--- src/rtl/mips_pkg.sv ---
// Shared MIPS encodings: MemOp sizes, MEM-stage access states and access kinds.
// Also imported by ControlUnit so both sides agree on the MemOp encoding.
package mips_pkg;

  localparam logic [2:0] MEMOP_NONE = 3'b000;
  localparam logic [2:0] MEMOP_BYTE = 3'b001;
  localparam logic [2:0] MEMOP_HALF = 3'b010;
  localparam logic [2:0] MEMOP_WORD = 3'b100;

  typedef enum logic [2:0] {IDLE, RD, RDW, WR, RESP} mem_state_e;
  typedef enum logic [1:0] {ACC_NOP, ACC_LOAD, ACC_STORE} acc_kind_e;

  function automatic logic memop_legal(input logic [2:0] op);
    return (op == MEMOP_NONE) || (op == MEMOP_BYTE) ||
           (op == MEMOP_HALF) || (op == MEMOP_WORD);
  endfunction

endpackage

--- src/rtl/mem_lane_align.sv ---
// Little-endian lane extract/extend for loads and lane merge for sub-word stores.
module mem_lane_align
  import mips_pkg::*;
(
  input  logic [2:0]  op,
  input  logic [1:0]  boff,
  input  logic        sign,
  input  logic [31:0] rword,
  input  logic [31:0] wdata,
  output logic [31:0] load_val,
  output logic [31:0] merged
);

  logic [7:0]  lane8;
  logic [15:0] lane16;
  logic [4:0]  bsh;
  logic [4:0]  hsh;

  assign bsh = {boff, 3'b000};
  assign hsh = {boff[1], 4'b0000};

  always_comb begin
    lane8    = rword[bsh +: 8];
    lane16   = rword[hsh +: 16];
    load_val = rword;
    merged   = wdata;
    case (op)
      MEMOP_BYTE: begin
        load_val = sign ? {{24{lane8[7]}}, lane8} : {24'b0, lane8};
        merged   = rword;
        merged[bsh +: 8] = wdata[7:0];
      end
      MEMOP_HALF: begin
        load_val = sign ? {{16{lane16[15]}}, lane16} : {16'b0, lane16};
        merged   = rword;
        merged[hsh +: 16] = wdata[15:0];
      end
      default: ;
    endcase
  end

endmodule

--- src/rtl/mem_access_unit.sv ---
// MEM-stage data RAM sequencer: loads, word stores, sub-word read-modify-write.
// Define MEM_ACCESS_MISALIGN_TRAP_EN to trap misaligned half/word instead of aligning down.
module mem_access_unit
  import mips_pkg::*;
#(
  parameter int ADDR_W = 10
) (
  input  logic              clk,
  input  logic              reset,
  input  logic              req_valid,
  output logic              req_ready,
  input  logic              MemWrite,
  input  logic              MemtoReg,
  input  logic              MemtoRegSign,
  input  logic [2:0]        MemOp,
  input  logic [31:0]       addr,
  input  logic [31:0]       wdata,
  output logic              rsp_valid,
  output logic [31:0]       rdata,
  output logic              rsp_err,
  output logic              ram_en,
  output logic              ram_we,
  output logic [ADDR_W-1:0] ram_addr,
  output logic [31:0]       ram_wdata,
  input  logic [31:0]       ram_rdata
);

  mem_state_e        state_q, state_d;
  acc_kind_e         kind_q, kind_in;
  logic [ADDR_W+1:0] addr_q, addr_in;
  logic [31:0]       wdata_q, rdata_q, ram_wdata_q;
  logic [2:0]        op_q;
  logic              sign_q, err_q, err_in;
  logic              accept, legal, misal;
  logic [31:0]       load_val, merged;
  logic              unused_addr;

  assign unused_addr = ^addr[31:ADDR_W+2];
  assign accept      = req_valid && (state_q == IDLE);
  assign legal       = memop_legal(MemOp);
  assign misal       = ((MemOp == MEMOP_HALF) && addr[0]) ||
                       ((MemOp == MEMOP_WORD) && (addr[1:0] != 2'b00));

  // Aligning down is harmless under the trap build: misaligned requests never reach the RAM.
  always_comb begin
    addr_in = addr[ADDR_W+1:0];
    if (MemOp == MEMOP_HALF) addr_in[0] = 1'b0;
    if (MemOp == MEMOP_WORD) addr_in[1:0] = 2'b00;
    err_in  = !legal;
    kind_in = ACC_NOP;
    if (legal && (MemOp != MEMOP_NONE)) begin
      if (MemWrite)      kind_in = ACC_STORE;
      else if (MemtoReg) kind_in = ACC_LOAD;
    end
`ifdef MEM_ACCESS_MISALIGN_TRAP_EN
    if (misal && (kind_in != ACC_NOP)) begin
      kind_in = ACC_NOP;
      err_in  = 1'b1;
    end
`endif
  end

  always_comb begin
    state_d = state_q;
    case (state_q)
      IDLE: if (accept) begin
        case (kind_in)
          ACC_LOAD:  state_d = RD;
          ACC_STORE: state_d = (MemOp == MEMOP_WORD) ? WR : RD;
          default:   state_d = RESP;
        endcase
      end
      RD:      state_d = RDW;
      RDW:     state_d = (kind_q == ACC_LOAD) ? RESP : WR;
      WR:      state_d = RESP;
      RESP:    state_d = IDLE;
      default: state_d = IDLE;
    endcase
  end

  mem_lane_align u_align (
    .op       (op_q),
    .boff     (addr_q[1:0]),
    .sign     (sign_q),
    .rword    (ram_rdata),
    .wdata    (wdata_q),
    .load_val (load_val),
    .merged   (merged)
  );

  always_ff @(posedge clk) begin
    if (reset) begin
      state_q     <= IDLE;
      kind_q      <= ACC_NOP;
      addr_q      <= '0;
      wdata_q     <= '0;
      op_q        <= MEMOP_NONE;
      sign_q      <= 1'b0;
      err_q       <= 1'b0;
      rdata_q     <= '0;
      ram_wdata_q <= '0;
    end else begin
      state_q <= state_d;
      if (accept) begin
        kind_q  <= kind_in;
        addr_q  <= addr_in;
        wdata_q <= wdata;
        op_q    <= MemOp;
        sign_q  <= MemtoRegSign;
        err_q   <= err_in;
        if (kind_in == ACC_STORE && MemOp == MEMOP_WORD) ram_wdata_q <= wdata;
      end
      if (state_q == RDW) begin
        if (kind_q == ACC_LOAD) rdata_q <= load_val;
        else                    ram_wdata_q <= merged;
      end
    end
  end

  // Outputs are masked by reset so an in-flight access cannot write during the reset cycle.
  assign req_ready = !reset && (state_q == IDLE);
  assign rsp_valid = !reset && (state_q == RESP);
  assign rsp_err   = rsp_valid && err_q;
  assign ram_en    = !reset && ((state_q == RD) || (state_q == WR));
  assign ram_we    = !reset && (state_q == WR);
  assign ram_addr  = addr_q[ADDR_W+1:2];
  assign rdata     = reset ? 32'h0 : rdata_q;
  assign ram_wdata = reset ? 32'h0 : ram_wdata_q;

endmodule

--- config.mk ---
export PLATFORM = sky130hd
export DESIGN_NAME = mem_access_unit
export DESIGN_NICKNAME = d
export VERILOG_FILES = /design/src/rtl/mips_pkg.sv /design/src/rtl/mem_lane_align.sv /design/src/rtl/mem_access_unit.sv
export SDC_FILE = /design/constraint.sdc
export NUM_CORES = 1
export LEC_CHECK = 0
export ABC_AREA = 1
export CORE_ASPECT_RATIO = 0.9
export CORE_UTILIZATION = 50
export CTS_CLUSTER_DIAMETER = 200
export DETAILED_ROUTE_END_ITERATION = 7
export PLACE_DENSITY = 0.81
export SLEW_MARGIN = 0
export SYNTH_ARGS = -nofsm -noshare
export SYNTH_HDL_FRONTEND = slang
export SYNTH_SLANG_ARGS = --single-unit
--- constraint.sdc ---
create_clock -name clk -period 2.28 [get_ports clk]
set_input_delay 0.342 -clock clk [delete_from_list [all_inputs] [get_ports clk]]
set_output_delay 0.342 -clock clk [all_outputs]
set_load 0.005 [all_outputs]
==> results.txt, run 1 <==
Synth Net Count - 1346
Setup WS post-layout - 91.3 ps
Post-synth top cells - nand2_1, nor2_1, inv_1, dfxtp_1, a21oi_1
Finished Cell Area - 0.00989 mm²
Initial antenna violation count - 0
Average wire per standard cell - 14.8 µm
Share of layout cells above drive strength 1 - 0.0790
Dpl hpwl - 16800 µm
Syn-to-layout area delta - 34.3%
Sw frac - 0.314
Die height - 117 µm
CORE AREA - 0.0142 mm²
Switching Power - 2.11 mW
Path depth of the worst reg2reg path - 7
Yosys top cell by area - dfxtp_1
Sequential fraction of the synthesis area - 0.321
First-pass GRT wire length - 36500 µm
Clk pwr share - 0.411
Post-synth cell types - 33
Ys flop type - dfxtp_1
Logic gate share of total power - 0.241
Die ar. - 0.0152 mm²
Iteration-0 DRC Markers - 688
CTS tree - built
Slew headroom - 0.594
Fin. Hold Viols - 0
Hold Path Stages - 4
Fin crit share - 0.960
Final Wtd Congestion - 0.953
Setup TNS - 0 ps
Post-synth EDFFs - 0
Initial core utilization - 0.518
Grt total ovfl - 0
CTS H-tree lvls - 4
Pwr dens - 680 mW/mm²
I/O Pins - 184
Via density - 5.23
Async S/R FF share, synth - 0
Setup violators final - 0
Worst VDD drop - 0.000609 V
Clock Latency Late Sink - 430 ps
Avg Cell Area, Syn - 5.96 µm²
Fmax - 457 MHz
WS Path Type - reg -> out
Largest fanout on the critical path - 4
Kind of end point of the critical path - primary output
Nets - 1492
Unrepaired setup endpoints after global routing - no
Sequential Power Share - 0.348
Slew Viols, Final - 0
Antenna cell count - 0
Crit start category - flop
Status - finished clean
Worst slack at placement - -263 ps
Cells after Synth - 1235
Number of global-route vias before repair - 7595
Total CTS buffers - 17
Top cells by area, synth - dfxtp_1, nand2_1, nor2_1
Routed Antenna Nets - 0
Largest net degree at the start of global routing - 67
Cell Rows - 41
Detailed Route WL - 23500 µm
Fin crit period - 2190 ps
Max-cap viol count - 0
Total track usage - 0.312
WP data arrival - 1850 ps
Clock sink total - 118
Residual DRC - 0
Clock Skews - 6.01 ps
Worst Tran Pin Value - 610 ps
Root Driver - clkbuf_16
Pre-antenna DRT Iters - 5
Number of buffers on the longest clock path - 2
Hold-fix buffers, CTS - 0
Top-count cell post-synth - nand2_1
Mapped Area - 0.00736 mm²
Share of the synthesized area in the top cell type - 0.321
Fin Hold WS - 351 ps
Int Pwr - 4.61 mW
Clk slew on worst S/H paths - 60 ps
Vias - 8298
P_leak - 4.49 nW
CP required - 1940 ps
Final core occ - 0.696
Die X - 130 µm
Ys Warns - 0
#FFs+latches synth - 118
Post-DP Area - 0.00922 mm²
Hold Path Class - in -> reg
Port bufs - 163
==> cells in the final DEF (no fill, tap or decap), types with 4 or more instances in the layout <==
| cell type | n |
|---|---|
| o211ai_1 | 8 |
| clkinvlp_4 | 4 |
| clkbuf_16 | 18 |
| inv_2 | 7 |
| buf_12 | 6 |
| nand2_1 | 282 |
| a21oi_1 | 113 |
| buf_4 | 42 |
| clkdlybuf4s50_1 | 159 |
| nand2_2 | 4 |
| ha_1 | 6 |
| o21bai_1 | 10 |
| o21ai_0 | 84 |
| a211oi_1 | 8 |
| inv_1 | 174 |
| nand3_1 | 81 |
| nor2_1 | 194 |
| o21ai_1 | 13 |
| dfxtp_1 | 117 |
| nand4_1 | 24 |
==> logic make-up after synthesis <==
group                      Yosys count  share of synthesized area
DFF                                118                      0.321
and+or+nand+nor                    603                      0.342
adders and majority gates            6                     0.0102
buffers and inverters              266                      0.151
AOI/OAI and AO/OA                  242                      0.175
==> power by group through the flow <==
| stage | combinational, mW | clock, mW | sequential [mW] |
|---|---|---|---|
| floorplan | 1.04 | 0 | 2.34 |
| global placement | 1.56 | 0 | 2.37 |
| detailed placement | 1.58 | 0 | 2.37 |
| CTS | 1.60 | 2.77 | 2.33 |
| global route | 1.79 | 2.87 | 2.35 |
| finish | 1.62 | 2.76 | 2.34 |
==> per-stage QoR <==
step	cells	total power [mW]
after global routing	1586	7.01
after global placement	1551	3.92
after floorplan	1235	3.38
final	1586	6.72
after detailed placement	1551	3.95
after CTS	1582	6.70
==> critical path, stage by stage, from the launching register on <==
cell	delay [ps]
dfxtp_1	350
or2_2	320
nor4_1	190
clkdlybuf4s50_1	560
==> flip-flops by register name, summed over array words and instances, names as in the netlist <==
| signal | flops |
|---|---|
| sign_q | 1 |
| kind_q | 2 |
| err_q | 1 |
| wdata_q | 32 |
| op_q | 3 |
| rdata_q | 32 |
| addr_q | 12 |
| state_q | 3 |
| ram_wdata_q | 32 |
==> metal layers <==
| layer | track usage | share of wire | vias to the layer above |
|---|---|---|---|
| met3 | 0.0636 | 0.079 | 32 |
| met4 | 0.114 | 0.016 | 0 |
| li1 | - | - | 4176 |
| met2 | 0.525 | 0.47 | 340 |
| met1 | 0.398 | 0.44 | 3750 |
| met5 | 0 | 0 | - |
==> cell type report <==
class,instances,area (µm²)
repair buffers,211,2090
multi-input cells,851,3900
clock inverters,12,153
well taps,193,241
flip-flops and latches,118,2360
clock buffers,19,453
fillers,1268,4320
inverters,182,683
==> final timing paths <==
kind              start        endpoint  slack, ps
min            MemOp[0]         op_q[0]        350
max reg2reg   addr_q[1]  ram_wdata_q[5]        210
max          state_q[0]         rsp_err         90
min reg2reg   addr_q[8]       addr_q[8]        510
==> timing repair <==
item / CTS / global route
resized for setup: 0 / 7
setup buffers: 0 / 3
endpoints found under the setup margin: 0 / 22
hold endpoints to repair: 0 / 0
Power figures use the tool's default switching activity.
==> inputs of run 2 (changes only) <==
--- a/config.mk
+++ b/config.mk
@@ -6,6 +6,7 @@
 export NUM_CORES = 1
 export LEC_CHECK = 0
 export ABC_AREA = 1
+export CAP_MARGIN = 20
 export CORE_ASPECT_RATIO = 0.9
 export CORE_UTILIZATION = 50
 export CTS_CLUSTER_DIAMETER = 200
==> results of run 2 <==
The final DEF is identical to that of run 1; final timing and power are the same.
==> inputs of run 3 (changes only) <==
--- a/config.mk
+++ b/config.mk
@@ -12,7 +12,7 @@
 export CTS_CLUSTER_DIAMETER = 200
 export DETAILED_ROUTE_END_ITERATION = 7
 export PLACE_DENSITY = 0.81
-export SLEW_MARGIN = 0
+export SLEW_MARGIN = 20
 export SYNTH_ARGS = -nofsm -noshare
 export SYNTH_HDL_FRONTEND = slang
 export SYNTH_SLANG_ARGS = --single-unit
==> results of run 3 <==
The final DEF is identical to that of run 1; final timing and power are the same.
